==> config.mk <==
export PLATFORM = sky130hd
export DESIGN_NAME = sr_comp
export DESIGN_NICKNAME = d
export VERILOG_FILES = /design/src/rtl/sr_comp.sv
export SDC_FILE = /design/constraint.sdc
export NUM_CORES = 1
export LEC_CHECK = 0
export ABC_AREA = 1
export BUFFER_PORTS_ARGS = -buffer_cell sky130_fd_sc_hd__buf_2
export CAP_MARGIN = 20
export CORE_ASPECT_RATIO = 0.6
export CORE_MARGIN = 3
export CORE_UTILIZATION = 41
export CTS_CLUSTER_DIAMETER = 40
export DETAILED_ROUTE_END_ITERATION = 8
export GPL_TIMING_DRIVEN = 0
export PLACE_DENSITY = 0.66
export RECOVER_POWER = 25
export SYNTH_ARGS = -nofsm -noshare
export SYNTH_HDL_FRONTEND = slang
export SYNTH_SLANG_ARGS = --single-unit
export TNS_END_PERCENT = 50
==> constraint.sdc <==
create_clock -name clk -period 3.94 [get_ports clk]
set_clock_uncertainty 0.15 [all_clocks]
set_input_delay 0.591 -clock clk [delete_from_list [all_inputs] [get_ports clk]]
set_output_delay 0.591 -clock clk [all_outputs]
set_load 0.01 [all_outputs]
==> src/rtl/sr_comp.sv <==
// sr_comp: packs two 4x16-bit beats into one 4x8-bit-per-lane 64-bit word and regenerates burst framing.
// Define SR_COMP_SAT_EN for signed saturation of each lane; otherwise lanes are truncated.
module sr_comp #(
    parameter int BURST_LEN = 16
) (
    input  logic        clk,
    input  logic        rst,
    input  logic        valid_i,
    input  logic [63:0] data_i,
    input  logic        sop_i,
    input  logic        eop_i,
    output logic        ready_o,
    output logic        valid_o,
    output logic [63:0] data_o,
    output logic        sop_o,
    output logic        eop_o,
    input  logic        ready_i,
    output logic        err_o
);
    localparam int BW    = (BURST_LEN > 2) ? $clog2(BURST_LEN) : 1;
    localparam int OW    = (BURST_LEN > 2) ? $clog2(BURST_LEN / 2) : 1;
    localparam int OLAST = BURST_LEN / 2 - 1;

    typedef enum logic [1:0] {S_IDLE, S_HI, S_LO} state_t;

    state_t          state_q, state_d;
    logic [BW-1:0]   bcnt_q, bcnt_d;
    logic [OW-1:0]   ocnt_q, ocnt_d;
    logic [31:0]     half_q, half_d;
    logic            vld_q, vld_d;
    logic [63:0]     data_q, data_d;
    logic            sop_q, sop_d;
    logic            eop_q, eop_d;
    logic            err_q, err_d;
    logic [31:0]     red;
    logic            accept;
    logic            last;

`ifdef SR_COMP_SAT_EN
    always_comb begin
        red = '0;
        for (int i = 0; i < 4; i++) begin
            if ($signed(data_i[i*16 +: 16]) > 16'sd127)
                red[i*8 +: 8] = 8'h7F;
            else if ($signed(data_i[i*16 +: 16]) < -16'sd128)
                red[i*8 +: 8] = 8'h80;
            else
                red[i*8 +: 8] = data_i[i*16 +: 8];
        end
    end
`else
    logic unused_hi_bytes;
    assign unused_hi_bytes = ^{data_i[63:56], data_i[47:40], data_i[31:24], data_i[15:8]};
    always_comb begin
        red = '0;
        for (int i = 0; i < 4; i++) red[i*8 +: 8] = data_i[i*16 +: 8];
    end
`endif

    // Only S_LO can stall: a new word needs the output register free.
    assign ready_o = !rst && ((state_q != S_LO) || !vld_q || ready_i);
    assign accept  = valid_i && ready_o;
    assign last    = (bcnt_q == BW'(BURST_LEN - 1));

    always_comb begin
        state_d = state_q;
        bcnt_d  = bcnt_q;
        ocnt_d  = ocnt_q;
        half_d  = half_q;
        vld_d   = vld_q;
        data_d  = data_q;
        sop_d   = sop_q;
        eop_d   = eop_q;
        err_d   = 1'b0;
        if (vld_q && ready_i) vld_d = 1'b0;
        if (accept) begin
            if (sop_i) begin
                // A sop always (re)starts a burst at beat 0, which is never the last beat.
                err_d   = (state_q != S_IDLE) || eop_i;
                half_d  = red;
                bcnt_d  = BW'(1);
                ocnt_d  = '0;
                state_d = S_LO;
            end else begin
                case (state_q)
                    S_IDLE: err_d = 1'b1;
                    S_HI: begin
                        err_d   = eop_i;
                        half_d  = red;
                        bcnt_d  = bcnt_q + 1'b1;
                        state_d = S_LO;
                    end
                    S_LO: begin
                        err_d  = (eop_i != last);
                        vld_d  = 1'b1;
                        data_d = {half_q, red};
                        sop_d  = (ocnt_q == '0);
                        eop_d  = (ocnt_q == OW'(OLAST));
                        if (last) begin
                            state_d = S_IDLE;
                            bcnt_d  = '0;
                            ocnt_d  = '0;
                        end else begin
                            state_d = S_HI;
                            bcnt_d  = bcnt_q + 1'b1;
                            ocnt_d  = (ocnt_q == OW'(OLAST)) ? '0 : ocnt_q + 1'b1;
                        end
                    end
                    default: state_d = S_IDLE;
                endcase
            end
        end
    end

    always_ff @(posedge clk) begin
        if (rst) begin
            state_q <= S_IDLE;
            bcnt_q  <= '0;
            ocnt_q  <= '0;
            half_q  <= '0;
            vld_q   <= 1'b0;
            data_q  <= '0;
            sop_q   <= 1'b0;
            eop_q   <= 1'b0;
            err_q   <= 1'b0;
        end else begin
            state_q <= state_d;
            bcnt_q  <= bcnt_d;
            ocnt_q  <= ocnt_d;
            half_q  <= half_d;
            vld_q   <= vld_d;
            data_q  <= data_d;
            sop_q   <= sop_d;
            eop_q   <= eop_d;
            err_q   <= err_d;
        end
    end

    assign valid_o = vld_q;
    assign data_o  = data_q;
    assign sop_o   = sop_q;
    assign eop_o   = eop_q;
    assign err_o   = err_q;
endmodule

# Yosys cells after proc, flatten, opt, wreduce, memory -nomap -nowiden
# Index checks and enable logic that the tools add are counted.
# classes
n_div,0
n_eq_ne,7
n_reduce_logical,20
shifts,0
n_bitwise,2
magnitude_cmp,0
addsub,2
n_mux,18
mul,0
# op_table
cell,count
2-to-1 mux 32 bit,2
2-to-1 mux 3 bit,4
2-to-1 mux 4 bit,2
one-hot mux 4 bit (2 select lines),1
AND reduction 2 bit,4
2-to-1 mux 1 bit,6
one-hot mux 2 bit (3 select lines),1
nonzero test 2 bit,3
"adder 4 x 1 -> 4 bit, second input constant",1
"== test 4 bit, second input constant",1
"inequality test 2 bit, second input constant",2
"adder 3 x 1 -> 3 bit, second input constant",1
"== test 3 bit, second input constant",1
logical AND 1 bit,3
zero test 3 bit,1
logical OR 1 bit,3
one-hot mux 1 bit (3 select lines),1
AND reduction 3 bit,1
nonzero test 3 bit,1
"== test 2 x 1 -> 1 bit, second input constant",1
"== test 2 bit, second input constant",1
zero test 1 bit,2
zero test 2 bit,1
2-to-1 mux 2 bit,1
other kinds (3),4
# word_totals
mem_bits_rw,0
mem_count,0
output_inout_bits,69
in_bits,70
latchBits,0
romBits,0
reg_bits,109

# Longest topological paths before layout
# Gate-level depths: netlist (run 1).
# logic_depth
word_depth,7
ltp_mapped,8

# Least setup slack after synthesis (run 1)
# OpenSTA, ideal clock, no wires.
# synth_timing
path_kind,input-to-output
from,input ready_i
to,output ready_o
t_arrival_ps,1097
path_buffers,1
path_stages,5
required_ps,3199
path_slack_ps,2102
path_cell_list,inv_1 > nand2_1 > nor2_1 > nor2_4 > buf_6
# synth_between
elab_chain_cells,2
# synth_rtl
item,line_no,source
from (decl),17,"input logic ready_i,"
logical OR 1 bit,61,assign ready_o = !rst && ((state_q != S_LO) || !vld_q || ready_i);
logical AND 1 bit,61,
to (decl),12,"output logic ready_o,"
# Every way passes these cells.

# Worst setup path in the final report (run 1)
# layout_timing
from,register state_q[0]
to,output ready_o
# layout_between
elab_chain_cells,4
# layout_rtl
item,line_no,source
from (decl),26,"state_t state_q, state_d;"
from (signal assigned),127,state_q <= state_d;
inequality test 2 bit,61,
logical OR 1 bit (2 in series),61,
logical AND 1 bit,61,
# Every way passes these cells.

==> flow_summary.yaml, run 1 <==
synthesis:
  synth_top_cell_by_area: "dfxtp_1"
  synth_area_leaders: "dfxtp_1 49%, nor2_1 7.3%, nor3_1 5.6%, nand2_1 5.4%, nand4_1 4.9%"
  synth_top_area_share_pct: 48.7
  synth-edff-count: 0
  async_flop_share_pct: 0
  synth_cell_types: 26
  synthFlopType: "dfxtp_1"
  synth_fp_nets: 624
  synth_area_um2: 4480
  synth_seq_cells: 109
  synth_warnings: 0
  syn_area_per_cell_um2: 8.14
  syn_inst: 550
  yosysSeqAreaShare_pct: 48.7
detailed_routing:
  wirelength_mm: 13.3
  vias: 4302
  firstDrtPassIters: 7
  wire_per_inst_um: 16.5
  viasPerCell: 5.34
  drt_iter0_markers: 317
  drcViolationCount: 0
  antenna_left: 0
sta:
  post-route-period-util_pct: 69.6
  fin_setup_tns_ps: 0
  period_needed_ps: 2740
  fmax_mhz: 365
  rsz0062_at_grt: "no"
  setup_viol: 0
  slew_headroom_pct: 53.3
  setup_slack_ps: 1200
  worstMarginPinSlew_ps: 697
  finalHoldViolCount: 0
  drv_slew: 0
critical_path:
  critical-path-max-stage-delay_ps: 540
  path_common_cell: "nor2_1"
  worstPathMaxFanout: 10
  critPathBufInv: 3
  cpMaxStageDelayCell: "nor2_1"
  crit_family: "simple AND/OR/NAND/NOR gates"
  path_cells: "inv_1, nand2_2, nor2_1, nor2_1, buf_6, buf_2"
  cp.arrival_ps: 2000
  worstPathRequired_ps: 3200
  worst_setup_path_end_kind: "output pin"
  critPathKind: "flip-flop to output pin"
  critical_path.startpoint_type: "flip-flop"
cts:
  path_clk_slew_ps: 80
  clock_path_buffers: 2
  numCtsBuffers: 9
  htree_levels: 3
  cts_resized: 0
  cts_hold_buf: 0
  cts_setup_buffers: 0
  worstSkewPairLatency_ps: 350
  cts_tree: "yes"
  clock_sinks: 109
  cts_root_buffer: "clkbuf_16"
global_route:
  grt_pass1_wl_mm: 21.4
  grt_max_degree: 21
  antenna_found_initial: 1
  grt_pass1_vias: 4198
  grt_overflow: 0
  grt.total_usage_pct: 22.1
cells_and_area:
  final_cell_mix: "109 x dfxtp_1, 88 x nor2_1, 68 x buf_2"
  drive_gt1_share_pct: 19.3
  area_growth_pct: 20.6
  n_antenna_cell: 0
  final_util_pct: 52.8
  final_cell_count_no_fill: 805
  seqCellArea_um2: 2180
  fill_cells: 987
  final_common_cell: "dfxtp_1"
  multi_input_area_um2: 1900
  nets: 739
placement:
  dpl_worst_slack_ps: 1700
  post-place-cells: 789
  io_buffers: 104
  gp_congestion: 0.930
  dp_hpwl_mm: 9.85
pwr:
  p_seq_share_pct: 51.1
  powerDensity_nw_per_um2: 414
  netSwitchingPower_uw: 601
  p_sw_share_pct: 26.9
  ir_drop_mv: 0.272
  combPwrFrac_pct: 8.4
  p_clk_share_pct: 40.5
  p_int_uw: 1630
  p_leak_uw: 0.00226
die:
  start_util_pct: 43.8
  core-area_um2: 10200
  row_count: 28
  ios: 139
  fp.dieW_um: 141
  die_h_um: 86.9
  die-area_um2: 12200
worst_hold_path:
  hp-class: "flip-flop to flip-flop"
run:
  maxCapViolations: 0
outcome:
  outcome: "finished clean"
[sequential cells by signal (all words and copies together), names as in the netlist]
register  cells
bcnt_q        4
data_o       64
eop_o         1
err_o         1
half_q       32
ocnt_q        3
sop_o         1
state_q       2
valid_o       1
[power groups by stage]
stage               Clock [uW]  Sequential [uW]  Combinational (uW)
finish                     905             1140                 187
global route               957             1150                 208
CTS                        915             1140                 188
detailed placement           0             1170                 186
global placement             0             1170                 182
floorplan                    0             1170                 109
[final timing paths]
| path | from | end | slack, ps | cells after the start |
|---|---|---|---|---|
| hold reg to reg | half_q[21] | half_q[21] | 320 | 2 |
| setup / recovery | state_q[0] | ready_o | 1200 | 6 |
| hold / removal | half_q[21] | half_q[21] | 320 | 2 |
| setup reg to reg | state_q[0] | half_q[9] | 1950 | 7 |
[area by class of cell]
cell class | count | area share, %
multi-input cells | 377 | 35.2
repair buffers | 104 | 8.64
flip-flops and latches | 109 | 40.4
well taps | 135 | 3.13
plain buffers | 48 | 6.07
clock buffers | 9 | 4.17
clock inverters | 7 | 1.30
inverters | 16 | 1.11
[cell usage after synthesis (all sizes together) (4+ instances only)]
cell / n
nor3: 65
inv: 16
ha: 4
nand2: 65
buf: 34
dfxtp: 109
o21ai: 71
nor2: 91
nand3: 5
clkbuf: 14
a21oi: 37
nand4: 37
[layer usage]
metal,GRT usage (%),up-vias,wire (um)
met3,6.86,17,1270
met5,0,-,7
met1,32.2,2005,6620
met4,5.80,2,123
met2,31.6,180,5280
li1,-,2098,-
[tightest hold or removal path: cells and delay by family (launching register included)]
kind / cells / cell delay [ps]
AOI/OAI and AO/OA: 1 / 50
and+or+nand+nor: 1 / 60
DFF: 1 / 310
[metrics by stage]
stage	hold WS [ps]	cell area, um^2	power, uW
finish	318	5400	2230
global route	331	5400	2310
CTS	322	5460	2240
detailed placement	308	5170	1350
global placement	304	5170	1350
floorplan	294	4480	1280
[cells by family after synthesis]
logic type | synth area share (%)
compound gates | 12.2
fa+ha+maj | 1.12
xor+xnor | 0.196
simple gates | 29.0
flops | 48.7
buf+inv | 8.66
No activity file was read; power rests on OpenSTA's default activity.
==> inputs of run 2 (changes only) <==
--- a/config.mk
+++ b/config.mk
@@ -14,7 +14,7 @@
 export CTS_CLUSTER_DIAMETER = 40
 export DETAILED_ROUTE_END_ITERATION = 8
 export GPL_TIMING_DRIVEN = 0
-export PLACE_DENSITY = 0.66
+export PLACE_DENSITY = 0.69
 export RECOVER_POWER = 25
 export SYNTH_ARGS = -nofsm -noshare
 export SYNTH_HDL_FRONTEND = slang
==> constraint.sdc (replaced) <==
create_clock -name clk -period 2.22 [get_ports clk]
set_clock_uncertainty 0.15 [all_clocks]
set_input_delay 0.333 -clock clk [delete_from_list [all_inputs] [get_ports clk]]
set_output_delay 0.333 -clock clk [all_outputs]
set_load 0.01 [all_outputs]
==> flow_summary.yaml, run 2 (synthesis gave the netlist of run 1 again) <==
cts:
  cts_tree: "yes"
  path_clk_slew_ps: 70
  clock_sinks: 109
  worstSkewPairLatency_ps: 340
  cts_hold_buf: 0
  numCtsBuffers: 9
  cts_setup_buffers: 0
  cts_root_buffer: "clkbuf_16"
  clock_path_buffers: 2
  htree_levels: 3
  cts_resized: 0
placement:
  dp_hpwl_mm: 9.87
  io_buffers: 104
  gp_congestion: 0.864
  dpl_worst_slack_ps: 413
global_route:
  grt.total_usage_pct: 21.6
  use_met2_pct: 31.3
  grt_pass1_wl_mm: 21.0
  grt_overflow: 0
  grt_max_degree: 18
  grt_pass1_vias: 3999
  antenna_found_initial: 1
  use_met1_pct: 32.1
  met3_usage_pct: 6.14
  top_usage_layer: "met1"
worst_hold_path:
  hold_path_depth: 3
  hp-class: "primary input to flip-flop"
critical_path:
  critical_path.startpoint_type: "flip-flop"
  crit_family: "buffers and inverters"
  reg2reg_from: "state_q[1]"
  critPathBufInv: 3
  rrSetupSlack_ps: 460
  cpMaxStageDelayCell: "dfxtp_1"
  worstPathMaxFanout: 10
  critical-path-max-stage-delay_ps: 410
  rr_endpoint: "half_q[26]"
  startpoint: "state_q[0]"
  cp.arrival_ps: 1590
  worstPathRequired_ps: 1740
  critPathKind: "flip-flop to output pin"
  r2r_cells: 7
  path_cells: "inv_1, nand2_2, nor2_1, nor2_4, buf_6, buf_2"
  crit_end: "ready_o"
  worst_setup_path_end_kind: "output pin"
  path_depth: 6
cells_and_area:
  n_antenna_cell: 0
  nets: 739
  largest_register_ffs: 64
  final_util_pct: 52.7
  final_common_cell: "dfxtp_1"
  seqCellArea_um2: 2180
  multi_input_area_um2: 1910
  final_cell_mix: "109 x dfxtp_1, 87 x nor2_1, 67 x buf_2"
  area_growth_pct: 20.3
  fill_cells: 988
  drive_gt1_share_pct: 19.1
outcome:
  outcome: "finished clean"
sta:
  setup_slack_ps: 150
  fmax_mhz: 483
  finalHoldViolCount: 0
  setup_viol: 0
  rsz0062_at_grt: "no"
  worstMarginPinSlew_ps: 667
  fin_setup_tns_ps: 0
  slew_headroom_pct: 55.5
  post-route-period-util_pct: 93.2
  period_needed_ps: 2070
  drv_slew: 0
detailed_routing:
  wirelength_mm: 13.0
  firstDrtPassIters: 5
  drt_iter0_markers: 385
  drcViolationCount: 0
  wire_per_inst_um: 16.2
  viasPerCell: 5.32
  antenna_left: 0
  vias: 4280
pwr:
  p_leak_uw: 0.00225
  ir_drop_mv: 0.424
  finalPower_uw: 3880
  powerDensity_nw_per_um2: 720
die:
  row_count: 28
  fp.dieW_um: 141
  start_util_pct: 43.8
  die-area_um2: 12200
  ios: 139
  die_h_um: 86.9
  core-area_um2: 10200
run:
  maxCapViolations: 0
-- run 2: per-stage QoR --
| step | area, um^2 | std cells | hold WS [ps] |
|---|---|---|---|
| after detailed placement | 5170 | 789 | 309 |
| after CTS | 5440 | 805 | 80.6 |
| after global placement | 5170 | 789 | 301 |
| after floorplan | 4480 | 550 | 294 |
| final | 5390 | 805 | 92.8 |
| after global routing | 5390 | 805 | 105 |
-- run 2: metal layers --
layer	wire length, um	part of all wire (%)
met1	6440	50
met3	1250	9.6
met4	112	0.86
met5	8	0.062
met2	5180	40
-- run 2: area by class of cell --
class                      count  share of cell area, %
clock buffer                  11                   4.51
timing repair buffer         104                   8.64
multi-input combinational    377                   35.4
inverter                      16                   1.11
sequential                   109                   40.5
clock inverter                 5                  0.627
buffer                        48                   6.08
tap                          135                   3.14
-- run 2: worst min path at each step --
stage               startpoint          to  slack [ps]
floorplan           half_q[22]  half_q[22]         290
global placement    half_q[28]  half_q[28]         300
detailed placement   half_q[5]   half_q[5]         310
CTS                 data_i[34]  data_o[18]          80
global route        data_i[54]  data_o[30]         100
finish              data_i[34]  data_o[18]          90
-- run 2: worst reg2reg max path: stages, from the launching register on --
cell and delay, ps:
dfxtp_1 360, inv_2 110, nand2_1 100, nand2_1 250, nand4_2 270, buf_4 250, nand2_1 70, a21oi_1 70
-- run 2: where the power goes --
part | switching [uW] | internal (uW)
Sequential | 28.4 | 2000
Clock | 725 | 793
Combinational | 223 | 110
